## config.mk

```make
export PLATFORM = sky130hd
export DESIGN_NAME = uart_rx_byte_flat
export DESIGN_NICKNAME = d
export VERILOG_FILES = /design/src/rtl/uart_pkg.sv /design/src/rtl/uart_rx_byte_if.sv /design/src/rtl/uart_rx_byte_sync_2ff.sv /design/src/rtl/uart_rx_byte.sv /design/src/flat_wrapper.sv
export SDC_FILE = /design/constraint.sdc
export NUM_CORES = 1
export LEC_CHECK = 0
export CAP_MARGIN = 15
export CORE_ASPECT_RATIO = 1.4
export CORE_MARGIN = 3
export CORE_UTILIZATION = 51
export CTS_CLUSTER_DIAMETER = 150
export CTS_CLUSTER_SIZE = 16
export DETAILED_ROUTE_END_ITERATION = 16
export PLACE_DENSITY = 0.86
export REMOVE_ABC_BUFFERS = 1
export SLEW_MARGIN = 20
export SYNTH_ARGS = -nofsm -noshare
export SYNTH_HDL_FRONTEND = slang
export SYNTH_SLANG_ARGS = --single-unit
```

## constraint.sdc

```tcl
create_clock -name clk -period 2.3 [get_ports clk]
set_input_delay 0.575 -clock clk [delete_from_list [all_inputs] [get_ports clk]]
set_output_delay 0.575 -clock clk [all_outputs]
set_load 0.02 [all_outputs]
```

## src/rtl/uart_pkg.sv

```systemverilog
// Shared UART definitions: receiver FSM encoding, frame constants and baud divisor helper.
// The PARITY state exists only when UART_RX_PARITY_EN is defined.
package uart_pkg;

  localparam int   UART_DATA_BITS  = 8;
  localparam logic UART_IDLE_LEVEL = 1'b1;

  typedef enum logic [2:0] {
    ST_IDLE      = 3'd0,
    ST_START     = 3'd1,
    ST_DATA      = 3'd2,
`ifdef UART_RX_PARITY_EN
    ST_PARITY    = 3'd3,
`endif
    ST_STOP      = 3'd4,
    ST_WAIT_HIGH = 3'd5
  } uart_rx_state_t;

  function automatic int clks_per_bit(input int clk_freq, input int baud);
    return clk_freq / baud;
  endfunction

endpackage

```

## src/rtl/uart_rx_byte_if.sv

```systemverilog
// Receiver-side signal bundle: serial pin in, byte/strobes/status out.
// Strobes (rx_ready, rx_frame_err, rx_parity_err) are single-cycle pulses with no back-pressure;
// rx_data is valid on the cycle rx_ready is high and is held until the next good frame.
interface uart_rx_byte_if;

  logic                     rxd;
  logic [7:0]               rx_data;
  logic                     rx_ready;
  logic                     rx_frame_err;
  logic                     rx_parity_err;
  logic                     rx_busy;
  uart_pkg::uart_rx_state_t rx_state;

  modport master (
    input  rxd,
    output rx_data, rx_ready, rx_frame_err, rx_parity_err, rx_busy, rx_state
  );

  modport slave (
    output rxd,
    input  rx_data, rx_ready, rx_frame_err, rx_parity_err, rx_busy, rx_state
  );

endinterface

```

## src/rtl/uart_rx_byte_sync_2ff.sv

```systemverilog
// Two-flop synchronizer for asynchronous inputs; RESET_VAL sets the level both flops take in reset.
module sync_2ff #(
  parameter logic RESET_VAL = 1'b1
) (
  input  logic clk,
  input  logic rst,
  input  logic d,
  output logic q
);

  logic s1_q, s1_d;
  logic s2_q, s2_d;

  always_comb begin
    s1_d = d;
    s2_d = s1_q;
  end

  always_ff @(posedge clk) begin
    if (rst) begin
      s1_q <= RESET_VAL;
      s2_q <= RESET_VAL;
    end else begin
      s1_q <= s1_d;
      s2_q <= s2_d;
    end
  end

  assign q = s2_q;

endmodule

```

## src/rtl/uart_rx_byte.sv

```systemverilog
// Oversampling UART byte receiver, 8N1 by default; defining UART_RX_PARITY_EN adds an
// even-parity bit (8E1). Samples mid-bit, delivers rx_data with one-cycle status strobes.
module uart_rx_byte
  import uart_pkg::*;
#(
  parameter int CLK_FREQ     = 50_000_000,
  parameter int BAUD         = 9600,
  parameter int CLKS_PER_BIT = clks_per_bit(CLK_FREQ, BAUD)
) (
  input logic            clk,
  input logic            rst,
  uart_rx_byte_if.master rx_if
);

  localparam int             CW       = $clog2(CLKS_PER_BIT);
  localparam logic [CW-1:0]  HALF_M1  = CW'(CLKS_PER_BIT / 2 - 1);
  localparam logic [CW-1:0]  FULL_M1  = CW'(CLKS_PER_BIT - 1);
  localparam logic [2:0]     LAST_BIT = 3'(UART_DATA_BITS - 1);

  logic rxs;

  sync_2ff #(.RESET_VAL(UART_IDLE_LEVEL)) u_sync (
    .clk (clk),
    .rst (rst),
    .d   (rx_if.rxd),
    .q   (rxs)
  );

  uart_rx_state_t            state_q,   state_d;
  logic [CW-1:0]             clk_cnt_q, clk_cnt_d;
  logic [2:0]                bit_idx_q, bit_idx_d;
  logic [UART_DATA_BITS-1:0] shreg_q,   shreg_d;
  logic [UART_DATA_BITS-1:0] data_q,    data_d;
  logic                      ready_q,   ready_d;
  logic                      ferr_q,    ferr_d;
`ifdef UART_RX_PARITY_EN
  logic                      par_bad_q, par_bad_d;
  logic                      perr_q,    perr_d;
`endif
  logic                      sample;

  // START samples after half a bit so every later sample lands mid-bit.
  assign sample = (state_q == ST_START) ? (clk_cnt_q == HALF_M1) : (clk_cnt_q == FULL_M1);

  always_comb begin
    state_d   = state_q;
    clk_cnt_d = clk_cnt_q + 1'b1;
    bit_idx_d = bit_idx_q;
    shreg_d   = shreg_q;
    data_d    = data_q;
    ready_d   = 1'b0;
    ferr_d    = 1'b0;
`ifdef UART_RX_PARITY_EN
    par_bad_d = par_bad_q;
    perr_d    = 1'b0;
`endif
    if (sample) clk_cnt_d = '0;

    case (state_q)
      ST_IDLE: begin
        clk_cnt_d = '0;
        if (rxs != UART_IDLE_LEVEL) state_d = ST_START;
      end
      ST_START: begin
        if (sample) begin
          if (rxs == UART_IDLE_LEVEL) begin
            state_d = ST_IDLE;
          end else begin
            state_d   = ST_DATA;
            bit_idx_d = '0;
`ifdef UART_RX_PARITY_EN
            par_bad_d = 1'b0;
`endif
          end
        end
      end
      ST_DATA: begin
        if (sample) begin
          shreg_d[bit_idx_q] = rxs;
          bit_idx_d          = bit_idx_q + 3'd1;
          if (bit_idx_q == LAST_BIT) begin
`ifdef UART_RX_PARITY_EN
            state_d = ST_PARITY;
`else
            state_d = ST_STOP;
`endif
          end
        end
      end
`ifdef UART_RX_PARITY_EN
      ST_PARITY: begin
        if (sample) begin
          par_bad_d = (rxs != (^shreg_q));
          state_d   = ST_STOP;
        end
      end
`endif
      ST_STOP: begin
        // A low stop bit wins over a parity mismatch and parks us until the line idles.
        if (sample) begin
          if (rxs != UART_IDLE_LEVEL) begin
            ferr_d  = 1'b1;
            state_d = ST_WAIT_HIGH;
          end
`ifdef UART_RX_PARITY_EN
          else if (par_bad_q) begin
            perr_d  = 1'b1;
            state_d = ST_IDLE;
          end
`endif
          else begin
            ready_d = 1'b1;
            data_d  = shreg_q;
            state_d = ST_IDLE;
          end
        end
      end
      ST_WAIT_HIGH: begin
        clk_cnt_d = '0;
        if (rxs == UART_IDLE_LEVEL) state_d = ST_IDLE;
      end
      default: begin
        clk_cnt_d = '0;
        state_d   = ST_IDLE;
      end
    endcase
  end

  always_ff @(posedge clk) begin
    if (rst) begin
      state_q   <= ST_IDLE;
      clk_cnt_q <= '0;
      bit_idx_q <= '0;
      shreg_q   <= '0;
      data_q    <= '0;
      ready_q   <= 1'b0;
      ferr_q    <= 1'b0;
`ifdef UART_RX_PARITY_EN
      par_bad_q <= 1'b0;
      perr_q    <= 1'b0;
`endif
    end else begin
      state_q   <= state_d;
      clk_cnt_q <= clk_cnt_d;
      bit_idx_q <= bit_idx_d;
      shreg_q   <= shreg_d;
      data_q    <= data_d;
      ready_q   <= ready_d;
      ferr_q    <= ferr_d;
`ifdef UART_RX_PARITY_EN
      par_bad_q <= par_bad_d;
      perr_q    <= perr_d;
`endif
    end
  end

  assign rx_if.rx_data      = data_q;
  assign rx_if.rx_ready     = ready_q;
  assign rx_if.rx_frame_err = ferr_q;
`ifdef UART_RX_PARITY_EN
  assign rx_if.rx_parity_err = perr_q;
`else
  assign rx_if.rx_parity_err = 1'b0;
`endif
  assign rx_if.rx_busy      = (state_q != ST_IDLE);
  assign rx_if.rx_state     = state_q;

endmodule

```

## src/flat_wrapper.sv

```systemverilog
// flat-port wrapper written by rule: the top's interface ports become plain ports
module uart_rx_byte_flat import uart_pkg::*;
#(
  parameter int CLK_FREQ     = 50_000_000,
  parameter int BAUD         = 9600,
  parameter int CLKS_PER_BIT = clks_per_bit(CLK_FREQ, BAUD)
)
  (clk, rst, rx_if_rxd, rx_if_rx_data, rx_if_rx_ready, rx_if_rx_frame_err, rx_if_rx_parity_err, rx_if_rx_busy, rx_if_rx_state);
  uart_rx_byte_if rx_if_i ();
  input logic clk;
  input logic rst;
  input wire logic [$bits(rx_if_i.rxd)-1:0] rx_if_rxd;
  output wire logic [$bits(rx_if_i.rx_data)-1:0] rx_if_rx_data;
  output wire logic [$bits(rx_if_i.rx_ready)-1:0] rx_if_rx_ready;
  output wire logic [$bits(rx_if_i.rx_frame_err)-1:0] rx_if_rx_frame_err;
  output wire logic [$bits(rx_if_i.rx_parity_err)-1:0] rx_if_rx_parity_err;
  output wire logic [$bits(rx_if_i.rx_busy)-1:0] rx_if_rx_busy;
  output wire logic [$bits(rx_if_i.rx_state)-1:0] rx_if_rx_state;
  assign rx_if_i.rxd = rx_if_rxd;
  assign rx_if_rx_data = rx_if_i.rx_data;
  assign rx_if_rx_ready = rx_if_i.rx_ready;
  assign rx_if_rx_frame_err = rx_if_i.rx_frame_err;
  assign rx_if_rx_parity_err = rx_if_i.rx_parity_err;
  assign rx_if_rx_busy = rx_if_i.rx_busy;
  assign rx_if_rx_state = rx_if_i.rx_state;
  uart_rx_byte #(.CLK_FREQ(CLK_FREQ), .BAUD(BAUD), .CLKS_PER_BIT(CLKS_PER_BIT)) u_core (.clk(clk), .rst(rst), .rx_if(rx_if_i));
endmodule
```

* After elaboration in Yosys (flattened, before gate mapping) *
Index checks and enable logic that the tools add are counted.

word-level totals
  register bits = 39
  bits of input ports = 3
  output and inout port bits = 15
  word-level logic and storage cells = 60

cells by class
  add/subtract/negate cells = 2
  $lt $le $gt $ge = 2
  eq/ne operators = 14
  multiplexer cells = 19
  bitwise logic cells = 3
  reductions and logical operators = 11

operators by type and width
  cell                                                                           count
  3-bit 2-to-1 mux                                                               10
  3-bit one-hot mux with 5 select lines                                          1
  13-bit by 1-bit adder with 13-bit output (second input constant)               1
  13-bit by 12-bit equality test with 1-bit output (second input constant)       1
  13-bit equality test (second input constant)                                   1
  3-bit equality test (second input constant)                                    3
  3-bit OR reduction                                                             3
  8-bit bitwise mux                                                              1
  2-bit by 1-bit != test with 1-bit output (second input constant)               4
  2-bit != test (second input constant)                                          3
  3-bit one-hot mux with 2 select lines                                          1
  6-bit AND reduction                                                            1
  3-bit by 4-bit less-than comparator with 1-bit output (second input constant)  1
  1-bit 2-to-1 mux                                                               4
  4-bit AND reduction                                                            1
  3-bit by 1-bit adder with 3-bit output (second input constant)                 1
  1-bit demux with 3-bit select                                                  1
  3-bit by 1-bit equality test with 1-bit output (second input constant)         1
  3-bit by 2-bit equality test with 1-bit output (second input constant)         1
  3-bit by 1-bit >= comparator with 1-bit output (second input constant)         1
  3-bit zero test                                                                1
  1-bit NOT                                                                      3
  3-bit AND reduction                                                            1
  3-bit nonzero test                                                             1
  other kinds (4)                                                                4

* Longest topological paths before layout *
Gate-level depths: netlist of run 1.

  word-level depth = 5
  depth in mapped cells = 7
  depth with buffers taken out = 5

* Hierarchy *
From an unflattened synthesis of run 1, not the netlist that was laid out.

unflattened totals
  cells, all modules = 211
  area, all modules = 1986.9 sq um

by module, submodules not included
  module        times used  cells an instance  area each (sq um)  seq. area each (sq um)
  uart_rx_byte  1           207                1934.4             740.7
  sync_2ff      1           4                  52.6               40.0

* Least setup slack after synthesis of run 1 *
OpenSTA, ideal clock, no wires.

  kind = reg-to-reg
  start = reg u_core.state_q[1] (netlist: u_core.rx_if.rx_state[1])
  end = reg u_core.shreg_q[5]
  library setup time = 0.072 ns
  arrival time = 2.238 ns
  data required time = 2.228 ns
  path slack = -0.010 ns
  cell stages (with the launch flop) = 8
  path buffers = 3
  clock period less this slack = 2.310 ns
  cells stage by stage = dfxtp_1 > clkbuf_1 > nor3b_1 > or4_1 > buf_6 > buf_8 > a2111oi_2 > mux2i_1

between the ends
  longest elaborated chain between the ends = 3
  elaborated cells on any way between the ends = 4
  those cells by class = eq/ne (2); mux (1); reduce/logical (1)

RTL lines
  what                                            RTL line             RTL
  start: declaration                              uart_rx_byte.sv:29   uart_rx_state_t state_q, state_d;
  start signal: assignment                        uart_rx_byte.sv:143  state_q <= state_d;
  3-bit by 1-bit equality test with 1-bit output  uart_rx_byte.sv:43   assign sample = (state_q == ST_START) ? (clk_cnt_q == HALF_M1) : (clk_cnt_q == FULL_M1);
  1-bit 2-to-1 mux                                uart_rx_byte.sv:43
  2-bit AND reduction (no line) *                 --
  end signal: assignment                          uart_rx_byte.sv:146  shreg_q <= shreg_d;
  end: declaration                                uart_rx_byte.sv:32   logic [UART_DATA_BITS-1:0] shreg_q, shreg_d;

Mark *: on every way between the ends. The rest lies on a longest branch, timed or not.
A chain may end at the register's enable or synchronous reset.

* Worst setup path in the final report of run 1 *
  start = reg u_core.clk_cnt_q[3]
  end = reg u_core.shreg_q[6]

between the ends
  longest elaborated chain between the ends = 3
  elaborated cells on any way between the ends = 4
  those cells by class = eq/ne (2); mux (1); reduce/logical (1)

RTL lines
  what                                                                                      RTL line             RTL
  start: declaration                                                                        uart_rx_byte.sv:30   logic [CW-1:0] clk_cnt_q, clk_cnt_d;
  start signal: assignment                                                                  uart_rx_byte.sv:144  clk_cnt_q <= clk_cnt_d;
  13-bit equality test or 13-bit by 12-bit equality test with 1-bit output (tied branches)  uart_rx_byte.sv:43
  1-bit 2-to-1 mux *                                                                        uart_rx_byte.sv:43
  2-bit AND reduction (no line) *                                                           --

Marks and branches as above.

==> results of run 1 <==
==> final cells by class <==
cell class                 count  area [um^2]  share of cell area (%)
sequential                    39        780.7                   32.31
tap                           40        50.05                   2.071
timing repair buffer          29        285.3                   11.81
inverter                       5        18.77                  0.7768
clock buffer                   7        96.34                   3.988
clock inverter                 1        7.507                  0.3107
multi-input combinational    149         1177                   48.73
==> cells by family after synthesis <==
logic type                 count (synthesis)  synth area share (%)
buffers and inverters                     18                 4.768
DFF                                       39                 40.21
AOI/OAI and AO/OA                         27                 12.63
xor gates and xnor gates                  12                 5.412
and+or+nand+nor                           90                 26.61
muxes                                     16                 8.247
other                                      1                0.1931
adders and majority gates                  3                 1.933
==> flip-flops by register name (all words and copies together), names as in the netlist <==
register and count:
u_core.rx_if.rx_data 8, u_core.rx_if.rx_frame_err 1, u_core.rx_if.rx_state 3, u_core.bit_idx_q 3, u_core.u_sync.q 1, u_core.clk_cnt_q 13, u_core.u_sync.s1_q 1, u_core.rx_if.rx_ready 1
u_core.shreg_q 8
==> layer usage <==
layer | up-vias | global-route usage (%) | wire, um
met1 | 757 | 20.00 | 1644
met3 | 9 | 4.390 | 116
met5 | - | 0 | 0
li1 | 785 | - | -
met2 | 25 | 34.95 | 2476
met4 | 0 | 8.585 | 80
==> power groups by stage <==
| stage | registers [mW] | logic (mW) | clock network [mW] |
|---|---|---|---|
| after floorplan | 0.698 | 0.0207 | 0 |
| after global placement | 0.696 | 0.0415 | 0 |
| after detailed placement | 0.696 | 0.0427 | 0 |
| after CTS | 0.681 | 0.0429 | 0.524 |
| after global routing | 0.681 | 0.0464 | 0.554 |
| final | 0.681 | 0.0434 | 0.510 |
==> synth_stat cells, types with 6 or more instances <==
library cell	number
mux2i_1	16
nor3b_1	7
nand2b_1	26
xnor2_1	8
nand3_1	7
nand2_1	11
clkbuf_1	7
dfxtp_1	39
nor3_1	14
nor2_1	6
==> critical path, delay by kind of cell (launching register included) <==
kind	cells	cell delay, ps
flip-flops	1	310
AO/OA/AOI/OAI	1	380
AND/OR/NAND/NOR	2	1050
buffers and inverters	1	180
multiplexers	1	240
==> path summary, 6_finish.rpt <==
kind	startpoint	to	slack, ps
setup / recovery	u_core.clk_cnt_q[3]	u_core.shreg_q[6]	60
hold / removal	u_core.u_sync.s1_q	u_core.u_sync.q	410
setup reg to reg	u_core.clk_cnt_q[3]	u_core.shreg_q[6]	60
hold reg to reg	u_core.u_sync.s1_q	u_core.u_sync.q	410
==> repair_timing <==
item	in CTS	in global routing
gates resized for setup	2	14
pin swaps	0	3
setup buffers	0	1
gates cloned	0	0
setup endpoints to repair	2	20
==> run metrics, run 1 <==
status complete, no violations; total CTS buffers 5; DP Wirelength approximately 2800 um; Residual DRC 0; sequential area share after synthesis about two fifths; Tmin final 2235 ps; num rows 25; Pins Over Slew Limit 0; final hold viol count 0; Die W slightly below 60 um; FF+latch count, synth 39; relative slew slack 52.77%; Sw Pwr about 0.26 mW; Cell variety after synth between 40 and 50; Leak roughly 0.73 nW; kind of critical path reg -> reg; Synth Flop Type dfxtp_1; final core occ a little under 70%; placed instance area between 0.002 and 0.0025 mm^2; Layout Skew between 5 and 6 ps; TritonRoute pass-1 iters 4; hold slack roughly 410 ps; share of the synthesized area in the top cell type around two fifths; synthesized cell area around 0.0019 mm^2; vias in the first global route 1,526; crit path capture type flop; Tot Pwr between 1 and 1.5 mW; Total Wirelength approximately 4300 um; CTS Buffer Depth 2; Worst Hold Class reg -> reg; final period utilization ~97%; Sink Count 39; Worst VDD drop approximately 560 uV; Initial Util between 50% and 60%; largest net degree at the start of global routing 19; hold_buf cts 0; post-synthesis async set-or-reset flop share 0%; GR Util All Layers 19.05%; clock power share just over 40%; number of synthesized flops with an enable pin 0; Worst EP required 2520 ps; fin cells 270; global-route wire length before repair ~6700 um; final setup TNS 0 ps; DR vias about 1,600; Synth Instances 206; GPL Wtd Cong around 0.90; vias per std cell roughly 5.8; final instance area between 0.002 and 0.0025 mm^2; Layout Nets approximately 240; Fmax ~450 MHz; die area roughly 0.0046 mm^2; Max Cap Viol 0; Worst-path clk slew 80 ps; critical path, cell by cell or4b_1 > or4_4 > buf_12 > a2111oi_4 > mux2i_1; Internal Power roughly 0.97 mW; TritonCTS clock tree done; Place WS -29.05 ps; fraction of layout cells with a size suffix above 1 15.65%; Syn-to-layout area delta 24.42%; Synth area leader dfxtp_1; arrival time worst endpoint 2460 ps; I/O pin cnt 18; worst hold stages 1; final worst slack about 65 ps; Port Buf Inserts 16; Routed Antenna Nets 0; max incr delay on CP between 500 and 600 ps; logic gate share of total power roughly 3.5%; synthesized area per cell roughly 9.4 um^2; Diodes inserted 0; synth warn 0; DP Cell Count 261; final setup vio count 0; Clock Root Buffer clkbuf_8; commonest non-fill, non-tap cell in the layout dfxtp_1; total gr overflow 0; initial antenna violation count 0; Seq pwr share around 55%; CP max stage cell or4b_1; commonest non-fill, non-tap cells in the layout dfxtp_1 (39), nand2b_1 (26), mux2i_1 (16), clkdlybuf4s50_1 (15), nor3_1 (14); Core Region about 0.0035 mm^2; power per cell area between 500 and 600 mW/mm^2; DRT iter0 DRCs 59; H-tree levels 2; Avg WL per Cell approximately 16 um; filler cell count 259; largest cells by area after synthesis dfxtp_1 (40%), nand2b_1 (8.4%), mux2i_1 (8.2%); Worst-Margin Slew roughly 710 ps; clk_lat worst skew roughly 300 ps; crit start category flop; die height between 70 and 80 um; sw frac 21.39%; worst-case reg-to-reg path depth 5; largest driver fanout on the critical path 15
No activity file was read; power rests on OpenSTA's default activity.
==> inputs of run 2 (changes only) <==
--- a/config.mk
+++ b/config.mk
@@ -8,11 +8,10 @@
 export CAP_MARGIN = 15
 export CORE_ASPECT_RATIO = 1.4
 export CORE_MARGIN = 3
-export CORE_UTILIZATION = 51
-export CTS_CLUSTER_DIAMETER = 150
+export CORE_UTILIZATION = 56
 export CTS_CLUSTER_SIZE = 16
 export DETAILED_ROUTE_END_ITERATION = 16
-export PLACE_DENSITY = 0.86
+export PLACE_DENSITY = 0.89
 export REMOVE_ABC_BUFFERS = 1
 export SLEW_MARGIN = 20
 export SYNTH_ARGS = -nofsm -noshare
==> constraint.sdc (replaced) <==
create_clock -name clk -period 2.5 [get_ports clk]
set_input_delay 0.625 -clock clk [delete_from_list [all_inputs] [get_ports clk]]
set_output_delay 0.625 -clock clk [all_outputs]
set_load 0.02 [all_outputs]
==> run metrics, run 2 (synthesized netlist as in run 1, its figures left out) <==
status complete, no violations; Residual DRC 0; Core Region 0.003213 mm^2; DR vias between 1,500 and 2,000; power per cell area approximately 500 mW/mm^2; Fmax 422.1 MHz; TritonCTS clock tree done; largest driver fanout on the critical path 15; CTS Buffer Depth 2; critical path's top delay family simple AND/OR/NAND/NOR gates; final instance area roughly 0.0023 mm^2; kind of critical path reg -> reg; I/O pin cnt 18; final hold viol count 0; Initial Util about three fifths; final setup vio count 0; GR Util All Layers approximately 20%; Largest register FFs 13; Layout Nets between 200 and 250; DRT iter0 DRCs 46; arrival time worst endpoint ~2600 ps; Place WS around 180 ps; Layout Skew roughly 5 ps; Top reg by flops u_core.clk_cnt_q; Sink Count 39; placed instance area approximately 0.0022 mm^2; final worst slack approximately 130 ps; Worst Hold Class reg -> reg; Clock Root Buffer clkbuf_8; Leak approximately 0.69 nW; relative slew slack 62.95%; Avg WL per Cell roughly 14 um; Diodes inserted 0; Routed Antenna Nets 0; WP buf/inv 1; crit path capture type flop; die area 0.004220 mm^2; Pins Over Slew Limit 0; largest net degree at the start of global routing 16; final period utilization 94.77%; final core occ 70.48%; critical path, cell by cell or4b_1 > or4_1 > buf_4 > a2111oi_1 > mux2i_1; Total Wirelength between 3000 and 4000 um; fraction of layout cells with a size suffix above 1 a little under an eighth; vias per std cell a little under 6; die height between 70 and 80 um; total CTS buffers 5; GPL Wtd Cong roughly 0.84; Die W 55.77 um; Syn-to-layout area delta 16.62%; CP max stage cell a2111oi_1; Max Cap Viol 0; Worst-Margin Slew roughly 550 ps; TritonRoute pass-1 iters 4; clk_lat worst skew around 290 ps; Worst EP required about 2700 ps; max incr delay on CP around 510 ps; Tmin final between 2000 and 2500 ps; total gr overflow 0; global-route wire length before repair approximately 6600 um; num rows 24; initial antenna violation count 0; Port Buf Inserts 16; DP Wirelength roughly 2700 um; Worst-path clk slew about 70 ps; crit start category flop; commonest non-fill, non-tap cells in the layout dfxtp_1 (39), nand2b_1 (26), mux2i_1 (16), clkdlybuf4s50_1 (16), nor3_1 (14); unrepaired setup endpoints after global routing false; H-tree levels 2; hold_buf cts 0; vias in the first global route roughly 1,500; Worst VDD drop about 530 uV; commonest non-fill, non-tap cell in the layout dfxtp_1
==> run 2: cell type report <==
cell class | count | area (um^2)
multi-input combinational | 149 | 1081
fill | 247 | 948.4
sequential | 39 | 780.7
timing repair buffer | 26 | 235.2
clock buffer | 8 | 100.1
tap | 39 | 48.80
inverter | 5 | 18.77
==> run 2: power by group <==
part	internal (mW)	leakage, nW	switching, mW	total, mW
sequential	0.624	0.315	0.00418	0.628
clock	0.251	0.0515	0.204	0.456
combinational	0.0191	0.323	0.0189	0.0380
==> run 2: timing repair <==
item                                   CTS  global route
setup endpoints to repair                0             1
endpoints found under the hold margin    0             0
buffers inserted                         0             0
resized for setup                        0             1
==> run 2: worst register-to-register path, delay by kind of cell (launching register included) <==
| family | cells | cell delay (ps) |
|---|---|---|
| buffers and inverters | 1 | 220 |
| muxes | 1 | 220 |
| DFF | 1 | 400 |
| and+or+nand+nor | 2 | 940 |
| AOI/OAI and AO/OA | 1 | 520 |
==> run 2: worst paths after layout <==
| check | startpoint | to | slack, ps | cells after the start |
|---|---|---|---|---|
| worst max-delay path | u_core.clk_cnt_q[10] | u_core.shreg_q[1] | 130 | 5 |
| worst min-delay path | u_core.u_sync.s1_q | u_core.u_sync.q | 420 | 1 |
| worst max register to register | u_core.clk_cnt_q[10] | u_core.shreg_q[1] | 130 | 5 |
| worst min register to register | u_core.u_sync.s1_q | u_core.u_sync.q | 420 | 1 |
==> run 2: routing by layer <==
metal | GRT usage (%) | vias up | routed length (um)
li1 | - | 779 | -
met2 | 37.89 | 29 | 2052
met4 | 10.00 | 0 | 84
met1 | 20.78 | 723 | 1560
met3 | 6.102 | 9 | 133
met5 | 0 | - | 0
==> run 2: per-stage QoR <==
| stage | power (mW) | instances | hold slack [ps] | setup TNS (ps) |
|---|---|---|---|---|
| after floorplan | 0.6613 | 193 | 389.5 | -1817 |
| after global placement | 0.6797 | 258 | 393.2 | 0 |
| after detailed placement | 0.6808 | 258 | 405.8 | 0 |
| after CTS | 1.138 | 266 | 426.0 | 0 |
| after global routing | 1.166 | 266 | 451.2 | 0 |
| final | 1.122 | 266 | 417.8 | 0 |
==> RTL change 1: new RTL, flow settings as in run 1 <==
`CLK_FREQ` is set to 50_000_000 in 2 places; all go to 100_000_000.
--- a/src/rtl/uart_rx_byte.sv
+++ b/src/rtl/uart_rx_byte.sv
@@ -4,5 +4,5 @@
   import uart_pkg::*;
 #(
-  parameter int CLK_FREQ     = 50_000_000,
+  parameter int CLK_FREQ     = 100_000_000,
   parameter int BAUD         = 9600,
   parameter int CLKS_PER_BIT = clks_per_bit(CLK_FREQ, BAUD)
--- a/src/flat_wrapper.sv
+++ b/src/flat_wrapper.sv
@@ -2,5 +2,5 @@
 module uart_rx_byte_flat import uart_pkg::*;
 #(
-  parameter int CLK_FREQ     = 50_000_000,
+  parameter int CLK_FREQ     = 100_000_000,
   parameter int BAUD         = 9600,
   parameter int CLKS_PER_BIT = clks_per_bit(CLK_FREQ, BAUD)
Behaviour: same outputs for any inputs over 10 cycles, from zero or initial values and one cycle with rst high; that may be too few to reach the edited logic, so the function may still have changed.
==> RTL change 1 against run 1 <==
  * Worst setup slack better by 120 ps
  * Total power is 7.5% higher
  * Wire length is 21% lower
  * Sequential cell count is 1 higher
  * Synthesized area is 4.9% lower
  * Cell area is 9.7% lower
  * Synthesized cell count is 1.9% higher
==> RTL change 1: results (changes against run 1) <==
cp_data_arrival_time_ps: 2350  # -110 ps
drtIter0Drc: 56  # -5.1%
nNetsFinal: 233  # -0.85%
drive_above_1_share_pct: 11.0  # -4.7 points
fin_worst_skew_ps: 4.68  # -0.925 ps
rr_startpoint: "u_core.rx_if.rx_state[0]$_SDFFE_PP0P_"
grt_pass1_wl_um: 5850  # -13%
dp.cells: 260  # -0.38%
grt_pass1_vias: 1289  # -16%
status: "finished clean"
largest_register_ffs: 14  # +1
p_switching_uw: 286  # +8.5%
seq_area_frac_synth_pct: 43.4  # +3.2 points
synthArstFlopShare_pct: 0  # unchanged
instances_no_fill: 268  # -0.74%
crit_path_top_delay_cell: "or4_1"
drt-pass1-iter-count: 4  # unchanged
cpPeakStageDelay_ps: 500  # -40 ps
clk_pin_slew_worst_paths_ps: 80  # about the same
peakVddDrop_mv: 0.528  # -5.6%
holdWs_ps: 408  # -6.72 ps
fillCellCount: 310  # +20%
synth_cell_types: 44  # +7.3%
r2r_slack_ps: 190  # +120 ps
path_max_fanout: 8  # -7
yosys_warnings: 0  # unchanged
dp_slack_ps: 149  # +178 ps
num_vias: 1469  # -6.8%
static-leakage-power_nw: 0.839  # +14%
place_congestion: 0.861  # -4.0%
critPathCapture: "u_core.shreg_q[3]$_SDFFE_PP0P_"
grt_max_degree: 29  # +10
place_area_sq_um: 2050  # -5.3%
synth_commonest_cells: "40 x dfxtp_1, 31 x nor2_1, 13 x nand2_1"
track_usage_pct: 16.9  # -2.1 points
synthTopCellsByArea: "dfxtp_1 43%, nor2_1 6.3%, mux2i_1 5.4%"
drt_wl_total_um: 3420  # -21%
syn_avg_cell_area_sq_um: 8.79  # -6.7%
[RTL change 1: power groups by stage]
stage | Sequential, mW | Combinational [mW] | Clock, mW
floorplan | 0.716 | 0.0200 | 0
global placement | 0.716 | 0.0434 | 0
detailed placement | 0.716 | 0.0437 | 0
CTS | 0.699 | 0.0441 | 0.597
global route | 0.700 | 0.0489 | 0.626
finish | 0.700 | 0.0445 | 0.583
[RTL change 1: logic make-up (layout without fill, tap and decap cells)]
kind of cell	count (synthesis)	count (layout)	synth area share [%]
buffers and inverters	20	38	4.88
flip-flops	40	40	43.4
multiplexers	11	11	6.03
XOR/XNOR	13	13	6.17
AO/OA/AOI/OAI	34	34	11.7
AND/OR/NAND/NOR	88	88	25.6
other	1	1	0.203
adder cells (fa/ha/maj)	3	3	2.03
[RTL change 1: final cells by class]
type / count / area, sq um / share of cell area [%]
Inverter: 5 / 18.8 / 0.861
Timing Repair Buffer: 25 / 230 / 10.6
Clock buffer: 5 / 68.8 / 3.16
Clock inverter: 3 / 46.3 / 2.12
Sequential cell: 40 / 801 / 36.7
Tap cell: 40 / 50.0 / 2.29
Multi-Input combinational cell: 150 / 966 / 44.3
[RTL change 1: timing repair]
| item | 4_1_cts | 5_1_grt |
|---|---|---|
| hold buffers | 0 | 0 |
| setup endpoints to repair | 0 | 2 |
| resized for setup | 0 | 3 |
[RTL change 1: metal layers]
layer | share of wire (%) | vias up | track usage (%) | wire length (um)
met3 | 4.4 | 7 | 4.88 | 149
met4 | 1.9 | 0 | 8.12 | 65
met5 | 0 | - | 0 | 0
met2 | 51 | 30 | 28.6 | 1750
li1 | - | 756 | - | -
met1 | 42 | 676 | 19.2 | 1450
==> RTL change 2: new RTL, flow settings as in run 1 <==
Made on the original files. Take the reset off `shreg_q` and `data_q` and load them in a clocked block of their own.
--- a/src/rtl/uart_rx_byte.sv
+++ b/src/rtl/uart_rx_byte.sv
@@ -132,6 +132,4 @@
       clk_cnt_q <= '0;
       bit_idx_q <= '0;
-      shreg_q   <= '0;
-      data_q    <= '0;
       ready_q   <= 1'b0;
       ferr_q    <= 1'b0;
@@ -144,6 +142,4 @@
       clk_cnt_q <= clk_cnt_d;
       bit_idx_q <= bit_idx_d;
-      shreg_q   <= shreg_d;
-      data_q    <= data_d;
       ready_q   <= ready_d;
       ferr_q    <= ferr_d;
@@ -153,4 +149,9 @@
 `endif
     end
+  end
+
+  always_ff @(posedge clk) begin
+    shreg_q <= shreg_d;
+    data_q  <= data_d;
   end
 
Behaviour: no difference found for any inputs over 10 cycles, from zero or initial values and one cycle with rst high; that may be too few to reach the edited logic, so the function may still have changed.
==> RTL change 2 against run 1 <==
  * Wire length shrank 30%
  * Total power shrank 2.7%
  * Critical endpoint is now rx_if_rx_busy
  * Sequential cell count is the same
  * Cell area shrank 16%
  * Worst setup slack gained 39 ps
  * Synthesized area shrank 12%
  * Count of clock-buffer cells in the layout shrank 1
  * Highest routed layer unchanged
  * Register-to-register slack gained 130 ps
==> RTL change 2: results (changes against run 1) <==
antenna_found_initial: 0  # unchanged
gr-usage-met2_pct: 30.7  # -4.3 points
dp.cells: 209  # -20%
peakVddDrop_mv: 0.448  # -20%
num_antenna_cells: 0  # unchanged
synth_commonest_cells: "23 x dfxtp_1, 20 x nor2_1, 16 x edfxtp_1"
place.detailed.hpwl_um: 2190  # -21%
wl_per_cell_um: 13.8  # -13%
synthTopCellsByArea: "edfxtp_1 28%, dfxtp_1 27%, nor2_1 4.4%"
cpLargestDelayFamily: "buffers and inverters"
grt_pass1_vias: 1129  # -26%
path_max_fanout: 10  # -5
seq_area_frac_synth_pct: 55.0  # +15 points
r2r_end: "u_core.rx_if.rx_data[3]$_DFFE_PP_"
grt_pass1_wl_um: 4910  # -27%
wl_met3_um: 128  # +10%
synth_edf_count: 16  # +16
static-leakage-power_nw: 0.673  # -8.3%
met1_usage_pct: 16.9  # -3.1 points
synthAdderAreaFrac_pct: 2.19  # +0.26 points
rr_startpoint: "u_core.rx_if.rx_state[1]$_SDFFE_PP0P_"
status: "finished clean"
dp_slack_ps: 166  # +195 ps
io_buffers: 16  # unchanged
track_usage_pct: 17.0  # -2.1 points
crit_path_top_delay_cell: "clkdlybuf4s50_1"
grt_max_degree: 14  # -5
place_congestion: 0.828  # -7.6%
finalCritPeriodShare_pct: 95.5  # -1.7 points
synthMuxAreaShare_pct: 0.585  # -7.7 points
synth_compound_area_share_pct: 7.17  # -5.5 points
nNetsFinal: 184  # -22%
rr_worst_depth: 6  # +1
wl_met1_um: 1160  # -29%
drive_above_1_share_pct: 14.0  # -1.7 points
place_area_sq_um: 1920  # -12%
num_vias: 1231  # -22%
drtIter0Drc: 27  # -54%
r2r_slack_ps: 190  # +130 ps
synth_cells: 155  # -25%
fin_worst_skew_ps: 4.37  # -1.23 ps
fillCellCount: 259  # unchanged
instances_no_fill: 218  # -19%
synth_xor_area_share_pct: 6.14  # +0.73 points
use_met3_pct: 5.41  # +1.0 points
-- RTL change 2: cell types whose count changed after synthesis, sizes merged, moves of 7 or more --
cell     change
nand2b      -24
a2111oi      -7
dfxtp       -16
mux2i       -15
nor2        +14
nor3         -8
edfxtp      +16
-- RTL change 2: power breakdown --
group | internal [mW] | switching (mW)
Sequential | 0.718 | 0.00481
Clock | 0.212 | 0.233
Combinational | 0.0153 | 0.0171
-- RTL change 2: layout make-up --
cell class	instances	area, sq um	share of cell area [%]
clock buffers	6	72.6	3.58
clock inverters	2	12.5	0.617
inverters	5	18.8	0.925
multi-input cells	103	702	34.6
flip-flops and latches	39	941	46.4
well taps	39	48.8	2.41
repair buffers	24	233	11.5
-- RTL change 2: repair_timing --
action | CTS | global route
gates resized for setup | 0 | 1
buffers inserted | 0 | 1
endpoints found under the setup margin | 0 | 22
